<file path="config.mk">
export PLATFORM = sky130hd
export DESIGN_NAME = tss_key_scanner
export DESIGN_NICKNAME = d
export VERILOG_FILES = /design/src/rtl/tss_pkg.sv /design/src/rtl/tss_key_shift_reg.sv /design/src/rtl/tss_key_scanner.sv
export SDC_FILE = /design/constraint.sdc
export NUM_CORES = 1
export LEC_CHECK = 0
export CAP_MARGIN = 20
export CORE_MARGIN = 5
export CORE_UTILIZATION = 46
export DETAILED_ROUTE_END_ITERATION = 10
export HOLD_SLACK_MARGIN = 0.05
export PLACE_DENSITY = 0.77
export SLEW_MARGIN = 20
export SYNTH_ARGS = -nofsm -noshare
export SYNTH_HDL_FRONTEND = slang
export SYNTH_SLANG_ARGS = --single-unit
</file>
<file path="constraint.sdc">
create_clock -name clk -period 10.3 [get_ports clk]
set_input_delay 1.03 -clock clk [delete_from_list [all_inputs] [get_ports clk]]
set_output_delay 1.03 -clock clk [all_outputs]
set_load 0.1 [all_outputs]
</file>
<file path="src/rtl/tss_pkg.sv">
// rtl/tss_pkg.sv - shared state type and LLKI constants for the TSS key scanner
package tss_pkg;

    localparam int LLKI_WORD_WIDTH = 64;

    typedef enum logic [1:0] {
        IDLE         = 2'd0,
        SCAN         = 2'd1,
        LOADED       = 2'd2,
        PARTIAL_LOAD = 2'd3
    } TSS_STATE_TYPE;

endpackage

</file>
<file path="src/rtl/tss_key_shift_reg.sv">
// rtl/tss_key_shift_reg.sv - wide key shift register, serial slice in at the MSB end, parallel out
module tss_key_shift_reg #(
    parameter int TOT        = 256,
    parameter int SHIFT_BITS = 1
) (
    input  logic                  clk,
    input  logic                  rst,
    input  logic                  i_shift_en,
    input  logic                  i_clear,
    input  logic [SHIFT_BITS-1:0] i_serial_in,
    output logic [TOT-1:0]        o_q
);

    logic [TOT-1:0] r_q;

    // Right shift: after TOT/SHIFT_BITS shifts the first slice sits at bit 0.
    always_ff @(posedge clk or posedge rst) begin
        if (rst) begin
            r_q <= '0;
        end else if (i_clear) begin
            r_q <= '0;
        end else if (i_shift_en) begin
            r_q <= {i_serial_in, r_q[TOT-1:SHIFT_BITS]};
        end
    end

    assign o_q = r_q;

endmodule

</file>
<file path="src/rtl/tss_key_scanner.sv">
// rtl/tss_key_scanner.sv - LLKI TSS key loader: word handshake, serial scan, gated key to locked core
module tss_key_scanner
    import tss_pkg::*;
#(
    parameter int KEY_WIDTH  = 256,
    parameter int WORD_WIDTH = LLKI_WORD_WIDTH,
    parameter int SHIFT_BITS = 1
) (
    input  logic                  clk,
    input  logic                  rst,
    input  logic [WORD_WIDTH-1:0] llkid_key_data,
    input  logic                  llkid_key_valid,
    output logic                  llkid_key_ready,
    output logic                  llkid_key_complete,
    input  logic                  llkid_clear_key,
    output logic                  llkid_clear_key_ack,
    output logic [KEY_WIDTH-1:0]  core_key,
    output logic                  key_error
);

    localparam int NUM_WORDS = (KEY_WIDTH + WORD_WIDTH - 1) / WORD_WIDTH;
    localparam int TOT       = NUM_WORDS * WORD_WIDTH;
    localparam int SHIFTS    = WORD_WIDTH / SHIFT_BITS;
    localparam int CW        = (SHIFTS > 1) ? $clog2(SHIFTS) : 1;
    localparam int NW        = (NUM_WORDS > 1) ? $clog2(NUM_WORDS) : 1;

    generate
        if ((WORD_WIDTH % SHIFT_BITS) != 0) begin : g_bad_shift
            $error("tss_key_scanner: SHIFT_BITS must divide WORD_WIDTH");
        end
    endgenerate

    TSS_STATE_TYPE         r_state;
    TSS_STATE_TYPE         w_state_nxt;
    logic [WORD_WIDTH-1:0] r_word;
    logic [CW-1:0]         r_cnt;
    logic [NW-1:0]         r_word_n;
    logic                  r_ready;
    logic                  r_complete;
    logic                  r_ack;
    logic                  r_error;

    logic                  w_ready_nxt;
    logic                  w_complete_nxt;
    logic                  w_error_nxt;
    logic                  w_accept;
    logic                  w_last;
    logic                  w_last_word;
    logic                  w_shift_en;
    logic                  w_sr_clear;
    logic [TOT-1:0]        w_sr_q;

    assign w_accept    = llkid_key_valid && r_ready && (r_state != SCAN);
    assign w_last      = (r_state == SCAN) && (r_cnt == CW'(SHIFTS - 1));
    assign w_last_word = (r_word_n == NW'(NUM_WORDS - 1));

    always_ff @(posedge clk or posedge rst) begin
        if (rst) begin
            r_state <= IDLE;
        end else begin
            r_state <= w_state_nxt;
        end
    end

    // Clear outranks both a new word and the end-of-word transition.
    always_comb begin
        w_state_nxt    = r_state;
        w_ready_nxt    = r_ready;
        w_complete_nxt = r_complete;
        w_error_nxt    = r_error;
        w_shift_en     = 1'b0;
        w_sr_clear     = 1'b0;
        if (llkid_clear_key) begin
            w_state_nxt    = IDLE;
            w_ready_nxt    = 1'b1;
            w_complete_nxt = 1'b0;
            w_error_nxt    = 1'b0;
            w_sr_clear     = 1'b1;
        end else begin
            if (llkid_key_valid && !r_ready) begin
                w_error_nxt = 1'b1;
            end
            case (r_state)
                SCAN: begin
                    w_shift_en = 1'b1;
                    if (w_last) begin
                        w_ready_nxt = 1'b1;
                        if (w_last_word) begin
                            w_state_nxt    = LOADED;
                            w_complete_nxt = 1'b1;
                        end else begin
                            w_state_nxt = PARTIAL_LOAD;
                        end
                    end
                end
                default: begin
                    if (w_accept) begin
                        w_state_nxt    = SCAN;
                        w_ready_nxt    = 1'b0;
                        w_complete_nxt = 1'b0;
                        w_sr_clear     = (r_state == LOADED);
                    end
                end
            endcase
        end
    end

    always_ff @(posedge clk or posedge rst) begin
        if (rst) begin
            r_word     <= '0;
            r_cnt      <= '0;
            r_word_n   <= '0;
            r_ready    <= 1'b1;
            r_complete <= 1'b0;
            r_ack      <= 1'b0;
            r_error    <= 1'b0;
        end else begin
            r_ready    <= w_ready_nxt;
            r_complete <= w_complete_nxt;
            r_error    <= w_error_nxt;
            r_ack      <= llkid_clear_key;
            if (llkid_clear_key) begin
                r_word   <= '0;
                r_cnt    <= '0;
                r_word_n <= '0;
            end else if (w_accept) begin
                r_word <= llkid_key_data;
                r_cnt  <= '0;
                if (r_state == LOADED) begin
                    r_word_n <= '0;
                end
            end else if (w_shift_en) begin
                r_word <= r_word >> SHIFT_BITS;
                if (w_last) begin
                    r_cnt    <= '0;
                    r_word_n <= w_last_word ? '0 : r_word_n + 1'b1;
                end else begin
                    r_cnt <= r_cnt + 1'b1;
                end
            end
        end
    end

    tss_key_shift_reg #(
        .TOT        (TOT),
        .SHIFT_BITS (SHIFT_BITS)
    ) u_shift_reg (
        .clk         (clk),
        .rst         (rst),
        .i_shift_en  (w_shift_en),
        .i_clear     (w_sr_clear),
        .i_serial_in (r_word[SHIFT_BITS-1:0]),
        .o_q         (w_sr_q)
    );

    generate
        if (KEY_WIDTH < TOT) begin : g_drop_hi
            logic w_unused_hi;
            assign w_unused_hi = ^w_sr_q[TOT-1:KEY_WIDTH];
        end
    endgenerate

    // r_complete is high exactly while LOADED, so it doubles as the registered key gate.
    assign core_key            = r_complete ? w_sr_q[KEY_WIDTH-1:0] : '0;
    assign llkid_key_ready     = r_ready;
    assign llkid_key_complete  = r_complete;
    assign llkid_clear_key_ack = r_ack;
    assign key_error           = r_error;

endmodule

</file>
==> results of run 1 <==
-- report_power, final --
group | total, µW | internal [µW] | leakage [µW] | switching (µW)
Combinational | 185 | 56.4 | 0.00331 | 128
Clock | 1290 | 782 | 0.000579 | 508
Sequential | 1350 | 1340 | 0.00461 | 15.2
Total | 2830 | 2180 | 0.00850 | 652
-- layer usage --
metal / global-route usage (%) / share of wire, % / vias to the layer above
li1: - / - / 5038
met1: 29.0 / 45 / 5459
met2: 30.5 / 46 / 340
met3: 4.32 / 5.9 / 49
met4: 5.10 / 2.3 / 0
met5: 0 / 0 / -
-- flip-flops by register name, indices dropped and copies added, names as in the netlist --
register,count
key_error,1
llkid_clear_key_ack,1
llkid_key_complete,1
llkid_key_ready,1
r_cnt,6
r_state,2
r_word,64
r_word_n,2
u_shift_reg.o_q,256
-- placed cells by master (no fill, tap or decap), types with 2 or more instances in the layout --
cell type          n
xor2_1             2
ha_1               2
nor3_1             2
clkbuf_8           7
clkinv_2           6
nor2b_1            2
clkdlybuf4s50_1  326
bufinv_16          3
a211oi_1           2
clkinvlp_4         4
a32o_1             2
nand2_1          130
dfrtp_1          332
buf_4             10
a21oi_1            7
clkbuf_1           5
a22o_1           256
clkbuf_16         37
nand3_1            2
a311oi_1          63
nor2_1            74
a22oi_1            3
buf_16             2
and2_1           256
-- critical path: stages, from the launching register on --
cell,delay (ns)
dfrtp_4,0.81
buf_4,0.65
and2_1,0.25
clkdlybuf4s50_1,1.15
-- metrics by stage --
| stage | area [µm²] | setup WS, ns | hold WS [ns] | utilization (%) | cells |
|---|---|---|---|---|---|
| floorplan | 14300 | 0.0185 | 0.465 | - | 1279 |
| global placement | 17700 | 5.94 | 0.475 | 57.8 | 1890 |
| detailed placement | 17700 | 6.34 | 0.480 | 57.8 | 1891 |
| CTS | 18900 | 5.81 | 0.492 | 61.7 | 1953 |
| global route | 19000 | 5.59 | 0.524 | 61.8 | 1954 |
| finish | 19000 | 5.85 | 0.492 | 61.8 | 1954 |
-- worst max path at each step --
stage | cells after the start | slack (ns) | endpoint | from
2_1_floorplan | 1 | 0.02 | key_error$_DFFE_PP0P_ | rst
3_3_place_gp | 3 | 5.94 | core_key[252] | llkid_key_complete$_DFFE_PP0P_
3_5_place_dp | 3 | 6.34 | core_key[252] | llkid_key_complete$_DFFE_PP0P_
4_1_cts | 3 | 5.81 | core_key[252] | llkid_key_complete$_DFFE_PP0P_
5_1_grt | 3 | 5.59 | core_key[252] | llkid_key_complete$_DFFE_PP0P_
6_report | 3 | 5.85 | core_key[246] | llkid_key_complete$_DFFE_PP0P_
-- synthesized netlist by cell type (2+ instances only) --
library cell / instances / share of area [%]
a211oi_1: 2 / 0.10
nor3_1: 2 / 0.070
and2_1: 257 / 11
buf_1: 8 / 0.21
clkbuf_1: 75 / 2.0
nand3_1: 2 / 0.070
a22oi_1: 3 / 0.16
inv_1: 2 / 0.052
a21oi_1: 7 / 0.24
a22o_1: 256 / 16
ha_1: 2 / 0.17
dfrtp_1: 333 / 58
nor2b_1: 2 / 0.087
a311oi_1: 63 / 3.9
a32o_1: 2 / 0.14
xor2_1: 2 / 0.12
buf_2: 41 / 1.4
nor2_1: 74 / 1.9
nand2_1: 131 / 3.4
-- cell type report --
cell class / instances / area, µm²
Fill cell: 2408 / 11700
Sequential cell: 334 / 8360
Multi-Input combinational cell: 819 / 5470
Timing Repair Buffer: 341 / 3430
Clock buffer: 49 / 1040
Tap cell: 396 / 495
Clock inverter: 13 / 150
Inverter: 2 / 15.0
-- cells by family after synthesis --
kind of cell             Yosys count
AO/OA/AOI/OAI                    339
XOR/XNOR                           2
adder cells (fa/ha/maj)            2
buffers and inverters            126
flip-flops                       334
multiplexers                       1
AND/OR/NAND/NOR                  475
==> results.cfg, run 1 <==
[outcome]
status = complete, no violations

[logic_synthesis]
synthMuxAreaShare_pct = 0.0699
async_flop_share_pct = 100
synth_compound_area_share_pct = 20.5
synth.net_count = 1349
synth_seq_area_share_pct = 58.3
synth_area_mm2 = 0.0143
synth_top_family_by_area = compound AO/OA/AOI/OAI gates
ys_types = 34
synthCells = 1279
synth_edf_count = 0
synthSimpleGateAreaFrac_pct = 17.2
synth_xor_xnor_area_share_pct = 0.122
yosysWarnings = 0
synthFlopType = dfrtp_1
yosys_register_bits = 334
avgSynthCellArea_um2 = 11.2
synthAdderAreaFrac_pct = 0.175

[drt]
drc_errors = 0
routedWlPerCell_um = 18.4
drtPass1Iterations = 5
postRouteWirelength_mm = 36.0
viasPerCell = 5.57
drt-initial-drc-count = 1012
ant_nets = 0
via_count = 10886

[setup_path]
worstReg2RegEnd = u_shift_reg.o_q[137]$_DFFE_PP0P_
worstPathRequired_ns = 9.27
crit_fanout = 100
cp-start-kind = flip-flop
rrSetupSlack_ns = 7.64
end_kind = output port
arrival_ns = 3.42
crit_type = reg2out
reg2regPathDepth = 6
r2r_start = llkid_key_ready$_DFFE_PP1P_

[power_and_ir_drop]
power_density_mw_per_mm2 = 149
p_leak_uw = 0.00850
p_total_uw = 2830
ir_drop_mv = 0.116

[worst_hold_path]
whs_path_depth = 1
hp-start = r_word[0]$_DFFE_PP0P_
hp-class = reg2reg
worstHoldEndpoint = u_shift_reg.o_q[255]$_DFFE_PP0P_

[grt]
first_global_vias = 10491
grt_pass1_wl_mm = 58.9
gr-usage-all-layers_pct = 19.8
grt_max_degree = 257
antenna_found_initial = 0
grt.overflow.total = 0

[cells_and_area]
area_growth_pct = 32.3
finalNetCount = 1604
layout-drive-gt1-share_pct = 5.20
diodes = 0

[timing]
post-route-period-util_pct = 43.2
finalClockSkew_ns = 0.0107
hold_violations = 0
final.min_clock_period_ns = 4.45
fmax_mhz = 225
setup_violations = 0
fin_tns_setup_ns = 0
rsz0062_at_grt = false
slew_violations = 0
tightest_slew_ns = 1.07
maxSlewHeadroom_pct = 28.7

[cts]
htree_levels = 2
clock-sinks = 334
cts_buffers = 36
cts_hold_buf = 0
ctsRootBufferMaster = clkbuf_16
clk_pin_slew_ns = 0.06
cts_setup_buffers = 0
clk_latency_ns = 0.49
cts_tree = done
cts_resized = 0
cts_buffer_depth = 3

[floorplanning]
die_width_um = 186
core_area_mm2 = 0.0307
dieArea_mm2 = 0.0348
die_y_um = 186
start_util_pct = 46.7
num_rows = 64
ios = 328

[run]
cap_violations = 0

[placed_design]
io_buffers = 327
globalplace.congestion = 0.786
dp_hpwl_mm = 22.9
(Power assumes the default switching activity.)
==> inputs of run 2 (changes only) <==
CORE_UTILIZATION = 50   (was 46)
PLACE_DENSITY = 0.8   (was 0.77)
clock period = 4.6 ns   (was 10.3 ns; I/O delays follow)
==> run 2 against run 1 <==
Net effect:
- wire length is 1.8% lower
- non-clock buffer count is 3 higher
- hold slack worse by 0.052 ns
- design area is 0.50% higher
- sequential cell count stayed put
- sequential share of layout area is 0.22 points lower
- clock-buffer cell count is 4 higher
- sequential power is 120% higher
- clock power is 130% higher
==> results.cfg, run 2 (synthesized netlist as in run 1, its figures left out) <==
[grt]
antenna_found_initial = 1
gr-usage-all-layers_pct = 21.5
grt.overflow.total = 0
grt_max_degree = 260
first_global_vias = 10465
grt_pass1_wl_mm = 56.6

[power_and_ir_drop]
p_comb_share_pct = 6.6
clkPwrFrac_pct = 46.1
ir_drop_mv = 0.206
p_int_uw = 4970
sequentialPowerShare_pct = 47.3
switching_power_uw = 1430
p_total_uw = 6410
p_leak_uw = 0.00857
power_density_mw_per_mm2 = 336
swShare_pct = 22.4

[cells_and_area]
multi_input_area_mm2 = 0.00547
fillCellCount = 2132
final_common_cell = dfrtp_1
finalNetCount = 1607
area_growth_pct = 33.0
register_area_mm2 = 0.00836
largest_reg_flops = 256
diodes = 0
layout-drive-gt1-share_pct = 5.69
final_area_mm2 = 0.0191
mostFrequentLayoutCells = dfrtp_1, clkdlybuf4s50_1, a22o_1, and2_1, nand2_1

[drt]
postRouteWirelength_mm = 35.3
met1_length_mm = 15.4
drt-initial-drc-count = 1063
routed-wl-met3_mm = 2.22
drc_errors = 0
dr_wl_met2_mm = 16.5
routedWlPerCell_um = 18.1
viasPerCell = 5.62
ant_nets = 0
highest_layer = met5
via_count = 10948
drtPass1Iterations = 5

[timing]
fmax_mhz = 291
hold_violations = 0
tightest_slew_ns = 1.13
finalClockSkew_ns = 0.0130
maxSlewHeadroom_pct = 24.5
post-route-period-util_pct = 74.6
rsz0062_at_grt = false
setup_violations = 0
fin_tns_setup_ns = 0
slew_violations = 0
final.min_clock_period_ns = 3.43

[cts]
cts_buffers = 36
clk_latency_ns = 0.50
cts_hold_buf = 0
htree_levels = 2
clk_pin_slew_ns = 0.06
cts_buffer_depth = 3
cts_setup_buffers = 0
cts_resized = 0
cts_tree = done
clock-sinks = 334
ctsRootBufferMaster = clkbuf_16

[placed_design]
placed_cell_area_mm2 = 0.0178
io_buffers = 327
globalplace.congestion = 0.810
dp_hpwl_mm = 23.0

[setup_path]
worstPathRequired_ns = 4.14
worstReg2RegEnd = r_word_n[0]$_DFFE_PP0P_
reg2regPathDepth = 5
rrSetupSlack_ns = 2.32
crit_type = reg2out
r2r_start = r_state[1]$_DFFE_PP0P_
crit_fanout = 67
crit_start = llkid_key_complete$_DFFE_PP0P_
end_kind = output port
cp-start-kind = flip-flop
arrival_ns = 2.97

[floorplanning]
die_y_um = 179
core_area_mm2 = 0.0285
num_rows = 62
die_width_um = 179
dieArea_mm2 = 0.0321
start_util_pct = 50.3
ios = 328

[worst_hold_path]
hp-class = in2async

[run]
cap_violations = 0

[outcome]
status = complete, no violations
[run 2: per-layer routing]
layer | GRT usage (%) | vias up
met2 | 33.5 | 345
met4 | 7.24 | 2
met3 | 3.99 | 73
li1 | - | 5041
met5 | 0 | -
met1 | 30.6 | 5487
[run 2: worst max path at each step]
stage | to | slack (ns) | cells after the start
after global routing | core_key[248] | 1.0 | 3
after floorplan | key_error$_DFFE_PP0P_ | -0.32 | 1
after global placement | core_key[112] | 1.71 | 3
final | core_key[248] | 1.17 | 3
after detailed placement | core_key[248] | 1.67 | 3
after CTS | core_key[248] | 1.13 | 3
[run 2: power groups by stage]
stage / registers [µW] / clock network (µW) / logic [µW]
floorplan: 3090 / 0 / 280
global route: 3040 / 3140 / 472
global placement: 3080 / 0 / 419
detailed placement: 3080 / 0 / 426
CTS: 3030 / 3010 / 427
finish: 3030 / 2960 / 421
[run 2: area by class of cell]
cell class / instances / area share (%)
tap: 384 / 2.52
clock buffer: 53 / 5.65
multi-input combinational: 819 / 28.7
timing repair buffer: 344 / 18.3
inverter: 2 / 0.0591
clock inverter: 11 / 0.827
sequential: 334 / 43.9
[run 2: metrics by stage]
step                std cells  util [%]  setup WS (ns)  hold slack, ns
finish                   1947      66.9           1.17           0.440
floorplan                1279         -         -0.322           0.465
global route             1947      66.9          0.996           0.485
detailed placement       1883      62.6           1.67           0.489
CTS                      1947      66.9           1.13           0.449
global placement         1883      62.6           1.71           0.481
[run 2: worst max-delay path, stage by stage (launching register included)]
cell and delay (ns):
dfrtp_4 0.63, buf_4 0.46, and2_1 0.21, clkdlybuf4s50_1 1.15
==> inputs of run 3 (changes only) <==
CORE_UTILIZATION = 46   (was 50)
PLACE_DENSITY = 0.77   (was 0.8)
clock period = 2.79 ns   (was 4.6 ns; I/O delays follow)
==> run 3 against run 2 <==
Net effect:
- power up 68%
- setup slack worse by 0.75 ns
- critical path depth unchanged
- clock power up 69%
- wire length up 4.3%
- final cell count up 1.4%
- via count up 0.89%
- critical endpoint is now core_key[117]
- largest power group unchanged
- highest routed layer unchanged
==> results.cfg, run 3 (synthesized netlist as in run 1, its figures left out) <==
[worst_hold_path]
hp-start = llkid_clear_key
hp-class = in2reg

[timing]
tightest_slew_ns = 0.771
post-route-period-util_pct = 85.2
fmax_mhz = 421
hold_violations = 0
finalClockSkew_ns = 0.0180
final.min_clock_period_ns = 2.38
slew_violations = 0
fin_hold_ws_ns = 0.0766
maxSlewHeadroom_pct = 48.6
rsz0062_at_grt = false
setup_violations = 0
fin_ws_ns = 0.414

[setup_path]
crit_fanout = 114
arrival_ns = 2.10
path_cells = buf_12 -> and2_1 -> buf_4
cpPeakStageDelay_ns = 0.65
rrSetupSlack_ns = 0.92
cp-start-kind = flip-flop
crit_type = reg2out
endpoint = core_key[117]
worstPathRequired_ns = 2.51
worstReg2RegEnd = r_word_n[0]$_DFFE_PP0P_
end_kind = output port
r2r_start = r_state[1]$_DFFE_PP0P_
crit_start = llkid_key_complete$_DFFE_PP0P_
cp_slowest_cell = dfrtp_4
reg2regPathDepth = 5

[cells_and_area]
largest_reg_flops = 256
area_growth_pct = 41.9
finalNetCount = 1623
layout-drive-gt1-share_pct = 23.0
final_common_cell = dfrtp_1
diodes = 0
mostFrequentLayoutCells = dfrtp_1, a22o_1, and2_1

[grt]
grt_pass1_wl_mm = 60.3
gr-usage-all-layers_pct = 20.5
grt.overflow.total = 0
first_global_vias = 10773
antenna_found_initial = 1
grt_max_degree = 133

[floorplanning]
ios = 328
start_util_pct = 46.7
die_width_um = 186
die_y_um = 186
dieArea_mm2 = 0.0348
core_area_mm2 = 0.0307
num_rows = 64

[cts]
ctsRootBufferMaster = clkbuf_16
cts_setup_buffers = 0
htree_levels = 2
cts_buffer_depth = 3
cts_resized = 0
cts_hold_buf = 0
clk_latency_ns = 0.50
cts_buffers = 36
clock-sinks = 334
clk_pin_slew_ns = 0.06
cts_tree = done

[power_and_ir_drop]
power_density_mw_per_mm2 = 528
p_leak_uw = 0.00957
ir_drop_mv = 0.341

[drt]
viasPerCell = 5.59
drtPass1Iterations = 5
postRouteWirelength_mm = 36.9
routedWlPerCell_um = 18.7
via_count = 11045
drc_errors = 0
ant_nets = 0
drt-initial-drc-count = 815

[placed_design]
dp_worst_setup_slack_ns = 0.655
dp_hpwl_mm = 24.9
io_buffers = 327
globalplace.congestion = 0.785

[run]
cap_violations = 0

[outcome]
status = complete, no violations
[run 3: cell count changes in the layout (fill, tap and decap cells not counted)]
cell and change:
bufinv_16 +2, buf_4 +131, nand2_2 +1, clkbuf_1 -3, clkinvlp_4 +1, clkbuf_8 -3
buf_12 +140, nand2_4 -1, clkdlybuf4s50_1 -255, clkinv_2 +3
[run 3: routing by layer]
metal	up-vias	wire length [µm]	GRT usage, %
met4	2	1200	6.33
met5	-	7	0
met1	5510	16100	29.2
met3	75	2200	4.32
li1	5079	-	-
met2	379	17400	31.8
[run 3: how the worst min path moves through the flow]
stage / cells past startpoint / end
final: 2 / r_state[0]$_DFFE_PP0P_
after global routing: 2 / r_state[0]$_DFFE_PP0P_
after CTS: 2 / r_state[0]$_DFFE_PP0P_
after detailed placement: 1 / u_shift_reg.o_q[255]$_DFFE_PP0P_
after global placement: 1 / r_word_n[1]$_DFFE_PP0P_
after floorplan: 0 / llkid_clear_key_ack$_DFF_PP0_
[run 3: cell type report]
cell class	instances	area (µm²)
Clock inverter	17	240
Multi-Input combinational cell	819	5470
Inverter	2	11.3
Sequential cell	334	8360
Timing Repair Buffer	360	4730
Tap cell	396	495
Fill cell	2237	10300
Clock buffer	47	1020
[run 3: worst max-delay path: cells and delay by family (launching register included)]
kind                   cells  cell delay [ns]
buffers and inverters      2             0.62
AND/OR/NAND/NOR            1             0.23
flip-flops                 1             0.65
[run 3: where the power goes]
part	total, µW	switching, µW	internal, µW
Clock	5000	1870	3140
Combinational	733	482	250
Sequential	5000	56.1	4940
Total	10700	2400	8330
[run 3: stage by stage]
stage	TNS, ns	instances	cell area (µm²)	power [µW]	util, %
floorplan	-650.36	1279	14300	5550	-
global placement	0	1911	19100	5800	62.2
detailed placement	0	1911	19100	5820	62.2
CTS	0	1975	20300	10900	66.3
global route	0	1975	20300	11200	66.3
finish	0	1975	20300	10700	66.3
